===== src/rtl/random_pkg.sv =====
// random_pkg -- shared definitions for the LFSR random generator.
//   lfsr_state_e : handshake FSM state (IDLE = nothing offered, RUN = value offered)
//   TAPS_8/16/32 : maximal-length feedback masks for common widths
package random_pkg;

  typedef enum logic {
    ST_IDLE = 1'b0,
    ST_RUN  = 1'b1
  } lfsr_state_e;

  localparam logic [7:0]  TAPS_8  = 8'hB8;
  localparam logic [15:0] TAPS_16 = 16'hD008;
  localparam logic [31:0] TAPS_32 = 32'h80200003;

endpackage


===== src/rtl/lfsr_step.sv =====
// lfsr_step -- one combinational Fibonacci LFSR shift.
//   i_s : current state
//   o_s : state shifted left by one, XOR of tapped bits fed into bit 0
module lfsr_step #(
  parameter int                 WIDTH = 8,
  parameter logic [WIDTH-1:0]   TAPS  = 8'hB8
) (
  input  logic [WIDTH-1:0] i_s,
  output logic [WIDTH-1:0] o_s
);

  assign o_s = {i_s[WIDTH-2:0], ^(i_s & TAPS)};

endmodule


===== src/rtl/lfsr_gen.sv =====
// lfsr_gen -- LFSR random generator with valid/ready output handshake.
//   clk, rst        : clock, synchronous active-high reset
//   en              : run request (IDLE->RUN, stay in RUN)
//   seed_load/_in   : load a new seed (zero seed replaced by SEED)
//   out_ready       : consumer accepts rnd_out
//   out_valid       : rnd_out holds an unconsumed value
//   rnd_out         : current LFSR state
//   seed_zero       : one-cycle pulse after a zero seed was rejected
//   wrap/period_out : period monitor outputs
// Optional build macro LFSR_PERIOD_CNT_EN adds the period monitor; without it
// wrap and period_out are constant zero.
module lfsr_gen
  import random_pkg::*;
#(
  parameter int               WIDTH = 8,
  parameter logic [WIDTH-1:0] TAPS  = 8'hB8,
  parameter logic [WIDTH-1:0] SEED  = 8'h01,
  parameter int               STEPS = 1
) (
  input  logic             clk,
  input  logic             rst,
  input  logic             en,
  input  logic             seed_load,
  input  logic [WIDTH-1:0] seed_in,
  input  logic             out_ready,
  output logic             out_valid,
  output logic [WIDTH-1:0] rnd_out,
  output logic             seed_zero,
  output logic             wrap,
  output logic [WIDTH-1:0] period_out
);

  lfsr_state_e            r_fsm;
  logic                   r_valid;
  logic [WIDTH-1:0]       r_state;
  logic                   r_seed_zero;

  logic [STEPS:0][WIDTH-1:0] w_chain;
  logic [WIDTH-1:0]       w_next;
  logic [WIDTH-1:0]       w_seed_eff;
  logic                   w_hs;

  // STEPS single shifts chained so one advance covers STEPS bits.
  assign w_chain[0] = r_state;
  for (genvar g = 0; g < STEPS; g++) begin : g_step
    lfsr_step #(.WIDTH(WIDTH), .TAPS(TAPS)) u_step (
      .i_s(w_chain[g]),
      .o_s(w_chain[g+1])
    );
  end
  assign w_next = w_chain[STEPS];

  assign w_seed_eff = (seed_in == '0) ? SEED : seed_in;
  assign w_hs       = r_valid & out_ready;

  always_ff @(posedge clk) begin
    if (rst) begin
      r_fsm       <= ST_IDLE;
      r_valid     <= 1'b0;
      r_state     <= SEED;
      r_seed_zero <= 1'b0;
    end else begin
      r_seed_zero <= 1'b0;
      if (seed_load) begin
        // Load wins over an advance; a coincident handshake is simply consumed.
        r_state     <= w_seed_eff;
        r_seed_zero <= (seed_in == '0);
      end else begin
        case (r_fsm)
          ST_IDLE: if (en) begin
            r_fsm   <= ST_RUN;
            r_valid <= 1'b1;
          end
          ST_RUN: if (w_hs) begin
            r_state <= w_next;
            if (!en) begin
              r_fsm   <= ST_IDLE;
              r_valid <= 1'b0;
            end
          end
          default: begin
            r_fsm   <= ST_IDLE;
            r_valid <= 1'b0;
          end
        endcase
      end
    end
  end

  assign out_valid = r_valid;
  assign rnd_out   = r_state;
  assign seed_zero = r_seed_zero;

`ifdef LFSR_PERIOD_CNT_EN
  logic [WIDTH-1:0] r_cnt;
  logic [WIDTH-1:0] r_ref;
  logic [WIDTH-1:0] r_period;
  logic             r_wrap;
  logic [WIDTH-1:0] w_cnt_inc;
  logic             w_adv;

  assign w_adv     = w_hs & ~seed_load;
  // Saturate so an aperiodic TAPS choice cannot roll the count over.
  assign w_cnt_inc = (r_cnt == '1) ? r_cnt : r_cnt + 1'b1;

  always_ff @(posedge clk) begin
    if (rst) begin
      r_cnt    <= '0;
      r_ref    <= SEED;
      r_period <= '0;
      r_wrap   <= 1'b0;
    end else begin
      r_wrap <= 1'b0;
      if (seed_load) begin
        r_cnt <= '0;
        r_ref <= w_seed_eff;
      end else if (w_adv) begin
        if (w_next == r_ref) begin
          r_wrap   <= 1'b1;
          r_period <= w_cnt_inc;
          r_cnt    <= '0;
        end else begin
          r_cnt <= w_cnt_inc;
        end
      end
    end
  end

  assign wrap       = r_wrap;
  assign period_out = r_period;
`else
  assign wrap       = 1'b0;
  assign period_out = '0;
`endif

endmodule


===== config.mk =====
export PLATFORM = sky130hd
export DESIGN_NAME = lfsr_gen
export DESIGN_NICKNAME = d
export VERILOG_FILES = /design/src/rtl/random_pkg.sv /design/src/rtl/lfsr_step.sv /design/src/rtl/lfsr_gen.sv
export SDC_FILE = /design/constraint.sdc
export NUM_CORES = 1
export LEC_CHECK = 0
export CORE_MARGIN = 2
export CORE_UTILIZATION = 41
export CTS_CLUSTER_SIZE = 10
export DETAILED_ROUTE_END_ITERATION = 8
export GPL_ROUTABILITY_DRIVEN = 0
export PLACE_DENSITY = 0.82
export SETUP_SLACK_MARGIN = 0.2
export SLEW_MARGIN = 10
export SYNTH_ARGS = -nofsm -noshare
export SYNTH_HDL_FRONTEND = slang
export SYNTH_SLANG_ARGS = --single-unit

===== constraint.sdc =====
create_clock -name clk -period 3 [get_ports clk]
set_input_delay 0.9 -clock clk [delete_from_list [all_inputs] [get_ports clk]]
set_output_delay 0.9 -clock clk [all_outputs]
set_load 0.01 [all_outputs]

=== Yosys cells after proc, flatten, opt, wreduce, memory -nomap -nowiden ===
Index checks and enable logic that the tools add are counted.
Widths: inputs -> output; s select.

* Muxes and demuxes: 11
* Bitwise gates (word level): 3
* Reductions and logical operators: 7
* Equality and inequality tests: 3

{| class="wikitable"
|+ Operators by type and width
! kind !! number
|-
| $mux 8 || 4
|-
| $logic_not 8->1 || 1
|-
| $reduce_xor 8->1 || 1
|-
| $mux 1 || 5
|-
| $ne 2x2->1 const B || 2
|-
| $pmux 1 s2 || 2
|-
| $reduce_and 4->1 || 1
|-
| $reduce_bool 2->1 || 2
|-
| $ne 2x1->1 const B || 1
|-
| $not 1->1 || 2
|-
| $reduce_and 2->1 || 1
|-
| $reduce_or 2->1 || 1
|-
| $and 1x1->1 || 1
|}

* Output and inout bits: 19
* Register bits after elaboration: 11
* Input bits: 13
* Logic and storage cells: 28

=== Logic depth before layout (Yosys ltp) ===
* Depth after elaboration: 4
* Mapped depth: 5
* Gate-level depth less buffers: 4

=== Modules after synthesis ===
A second synthesis with hierarchy kept.

* Cells, all modules: 72
* Area total of the unflattened synthesis: 715.7 um^2

{| class="wikitable"
|+ By module, submodules not included
! module !! seq. area each (um^2) !! times used !! cells each !! area each (um^2)
|-
| lfsr_gen || 220.2 || 1 || 62 || 636.9
|-
| lfsr_step || 0.0 || 1 || 10 || 78.8
|}

=== Worst setup path after synthesis ===
Ideal clock, no wire load.

* Kind: input port to flip-flop
* Start point: input seed_in[3]
* End point: register r_state[0] (netlist: rnd_out[0])
* Data required time: 2926 ps
* Arrival time: 1460 ps
* Path slack: 1466 ps
* Library setup time: 74 ps
* Buffers on the path: 0
* Stages on the path: 3
* Path through: nor4_1 a211oi_1 o21ai_0

* Cells in the longest elaborated chain, start to end: 3

{| class="wikitable"
|+ RTL lines
! item !! line !! text
|-
| start: declaration || lfsr_gen.sv:24 || <nowiki>input logic [WIDTH-1:0] seed_in,</nowiki>
|-
| $logic_not 8->1 || lfsr_gen.sv:53 || <nowiki>assign w_seed_eff = (seed_in == '0) ? SEED : seed_in;</nowiki>
|-
| $mux 8 || lfsr_gen.sv:53 ||
|-
| $mux 8 || lfsr_gen.sv:64 || <nowiki>if (seed_load) begin</nowiki>
|-
| end signal: assignment || lfsr_gen.sv:66 || <nowiki>r_state <= w_seed_eff;</nowiki>
|-
| end signal: assignment || lfsr_gen.sv:75 || <nowiki>r_state <= w_next;</nowiki>
|-
| end: declaration || lfsr_gen.sv:35 || <nowiki>logic [WIDTH-1:0] r_state;</nowiki>
|}

Every way passes these cells.
A chain may end at the register's enable or synchronous reset.

=== Worst setup path in the final report ===
* Start point: register r_state[3] (netlist: rnd_out[3])
* End point: output rnd_out[3]

{| class="wikitable"
|+ RTL lines
! item !! line !! text
|-
| end: declaration || lfsr_gen.sv:27 || <nowiki>output logic [WIDTH-1:0] rnd_out,</nowiki>
|}

No word-level cell between the ends.

==> summary.txt <==
Run status
  • Status: finished clean

Synth
  • Synth top area cells: dfxtp_1 35%, buf_4 12%, mux2i_1 11%
  • Yosys cell types: 23
  • Synth warn: 0
  • Top_reg_cell synth: dfxtp_1
  • Syn avg cell area: 9.37 um2
  • Synth top area share: 35.1%
  • Post-synth EDFFs: 0
  • FF+latch count, synth: 11
  • Cells after Synth: 67
  • Post-synth ARST share: 0%
  • Share of the yosys chip area belonging to registers: 35.1%
  • Leading area contributor after synthesis: dfxtp_1
  • Post-synthesis cell area: 628 um2

Floorplan
  • Die Area: 1860 um2
  • Die Ht: 43.1 um
  • Core ar.: 1470 um2
  • Initial Util: 42.7%
  • Die X: 43.1 um
  • # rows: 14
  • Ports: 32

Power
  • Pwr dens: 429 nW/um2
  • Static leakage: 0.331 nW
  • Max rail drop VDD: 229 uV
  • Total Power: 0.358 mW

CTS
  • Root Buffer: clkbuf_4
  • Longest Clk Path Bufs: 2
  • # H-tree levels: 1
  • Clock sinks: 11
  • Setup bufs post-CTS: 0
  • CTS resizes: 0
  • Clock Latency Late Sink: 0.26 ns
  • CTS tree: built
  • Hold buffer count at cts: 0
  • Total CTS buffers: 3
  • Clock-pin slew on the worst setup and hold paths: 0.08 ns

Finish
  • Layout Cells excl Fill: 106
  • Share of cells above drive strength 1: 12.2%
  • Fillers: 147
  • Commonest non-fill, non-tap cells in the layout: 22 x clkdlybuf4s50_1, 11 x dfxtp_1, 9 x conb_1
  • Layout area overhead: 32.7%
  • Fin nets: 104
  • Antenna fix cells: 0
  • Commonest non-fill, non-tap cell in the layout: clkdlybuf4s50_1

Setup path
  • Slowest CP cell: clkdlybuf4s50_1
  • Top delay family on crit path: buffers and inverters
  • CP arrival: 1.23 ns
  • Startpoint Class: flip-flop
  • Worst-path fanout max: 4
  • CP Class: flip-flop to primary output
  • Terminus of the critical flop-to-flop path: rnd_out[5]
  • Worst Path Required: 2.10 ns
  • Crit path capture type: primary output
  • Reg-to-Reg Start: out_valid
  • Worst path cell trace: clkdlybuf4s50_1
  • Flop-to-flop setup slack: 1.90 ns
  • WP buf/inv: 1
  • Largest stage delay, worst path: 0.56 ns
  • R2R cell count: 4

Global route
  • Largest net degree at the start of global routing: 16
  • Total gr overflow: 0
  • Initial antenna violation count: 0
  • Global-route wire length before repair: 2.00 mm
  • GRT Util Overall: 14.3%
  • Vias in the first global route: 514

Drt
  • DRT Pass-1 Iters: 4
  • Wire length on met3: 66 um
  • Wire length on met1: 518 um
  • # DRC: 0
  • Uppermost layer routed: met4
  • Initial DRC count: 4
  • Detail Route Antenna Nets: 0
  • Via density per instance: 5.03
  • Routed vias: 533
  • Wire per inst: 11.8 um
  • Met2 wire len: 665 um
  • DRT Wirelength: 1.25 mm

Run
  • Max Cap Viol: 0

STA
  • TNS Setup: 0 ns
  • Final period util: 71.0%
  • Final setup violation count: 0
  • Final setup skew: 0.00545 ns
  • Max Fclk: 469 MHz
  • Max-slew violations: 0
  • RSZ-0062 raised after global routing: false
  • Min Tclk post-route: 2.13 ns
  • Final hold vios: 0

Placement
  • Dpl hpwl: 994 um
  • Port Buf Inserts: 22
  • DP Cell Count: 102

Min path
  • Hold_sp: r_fsm
  • Hold Crit Endpoint: out_valid
  • Hold Path Cell Cnt: 1
  • Hold crit path type: flip-flop to flip-flop
[kinds of logic after synthesis]
| kind of cell | Yosys count | synth area share (%) |
|---|---|---|
| AOI/OAI and AO/OA | 16 | 19.1 |
| and+or+nand+nor | 15 | 12.9 |
| buffers and inverters | 14 | 16.9 |
| DFF | 11 | 35.1 |
| muxes | 7 | 11.2 |
| xor gates and xnor gates | 3 | 4.18 |
| other | 1 | 0.597 |
[registers in the layout, summed over array words and instances, names as in the netlist]
signal,flops
out_valid,1
r_fsm,1
rnd_out,8
seed_zero,1
[metrics by stage]
stage          util [%]  hold slack [ns]  area (um2)  setup WS (ns)
6_report           56.6            0.488         833          0.869
5_1_grt            56.6            0.507         833          0.830
2_1_floorplan         -            0.450         658           1.47
4_1_cts            56.6            0.493         833          0.858
3_3_place_gp       54.8            0.466         807          0.754
3_5_place_dp       54.8            0.480         807          0.705
[Yosys cell counts (2+ instances only)]
library cell and n:
a211oi_1 7, xnor2_1 2, dfxtp_1 11, nor2_1 5
nor2_2 2, a211oi_2 2, mux2i_1 7, buf_4 10
nand2_1 3, o21ai_0 2, inv_1 2, nor4_1 2
a21oi_1 2
[cell type report]
cell class | instances | area (um2) | area share, %
inverter | 2 | 7.51 | 0.901
tap | 16 | 20.0 | 2.40
clock buffer | 4 | 26.3 | 3.15
multi-input combinational | 50 | 332 | 39.8
sequential | 11 | 220 | 26.4
timing repair buffer | 23 | 228 | 27.3
[power by group]
part	leakage (nW)	internal [mW]	switching [mW]
Sequential	0.0910	0.156	0.0101
Clock	0.0150	0.0513	0.0503
Combinational	0.225	0.0485	0.0410
[routing by layer]
metal,vias to the layer above,track usage (%)
li1,266,-
met1,242,15.9
met2,23,25.4
met3,2,2.55
met4,0,7.27
met5,-,0
[worst max path at each step]
stage | startpoint | endpoint | slack [ns] | cells past startpoint
after global routing | out_valid | out_valid | 0.83 | 1
after detailed placement | seed_load | rnd_out[5] | 0.71 | 6
after global placement | seed_load | rnd_out[4] | 0.75 | 6
final | rnd_out[3] | rnd_out[3] | 0.87 | 1
after floorplan | seed_in[3] | rnd_out[0] | 1.47 | 3
after CTS | rnd_out[3] | rnd_out[3] | 0.86 | 1
[worst reg2reg max path: cells and delay by family, from the launching register on]
family	cells	cell delay (ns)
AO/OA/AOI/OAI	1	0.22
flip-flops	1	0.40
AND/OR/NAND/NOR	3	0.40
Power figures use the tool's default switching activity.
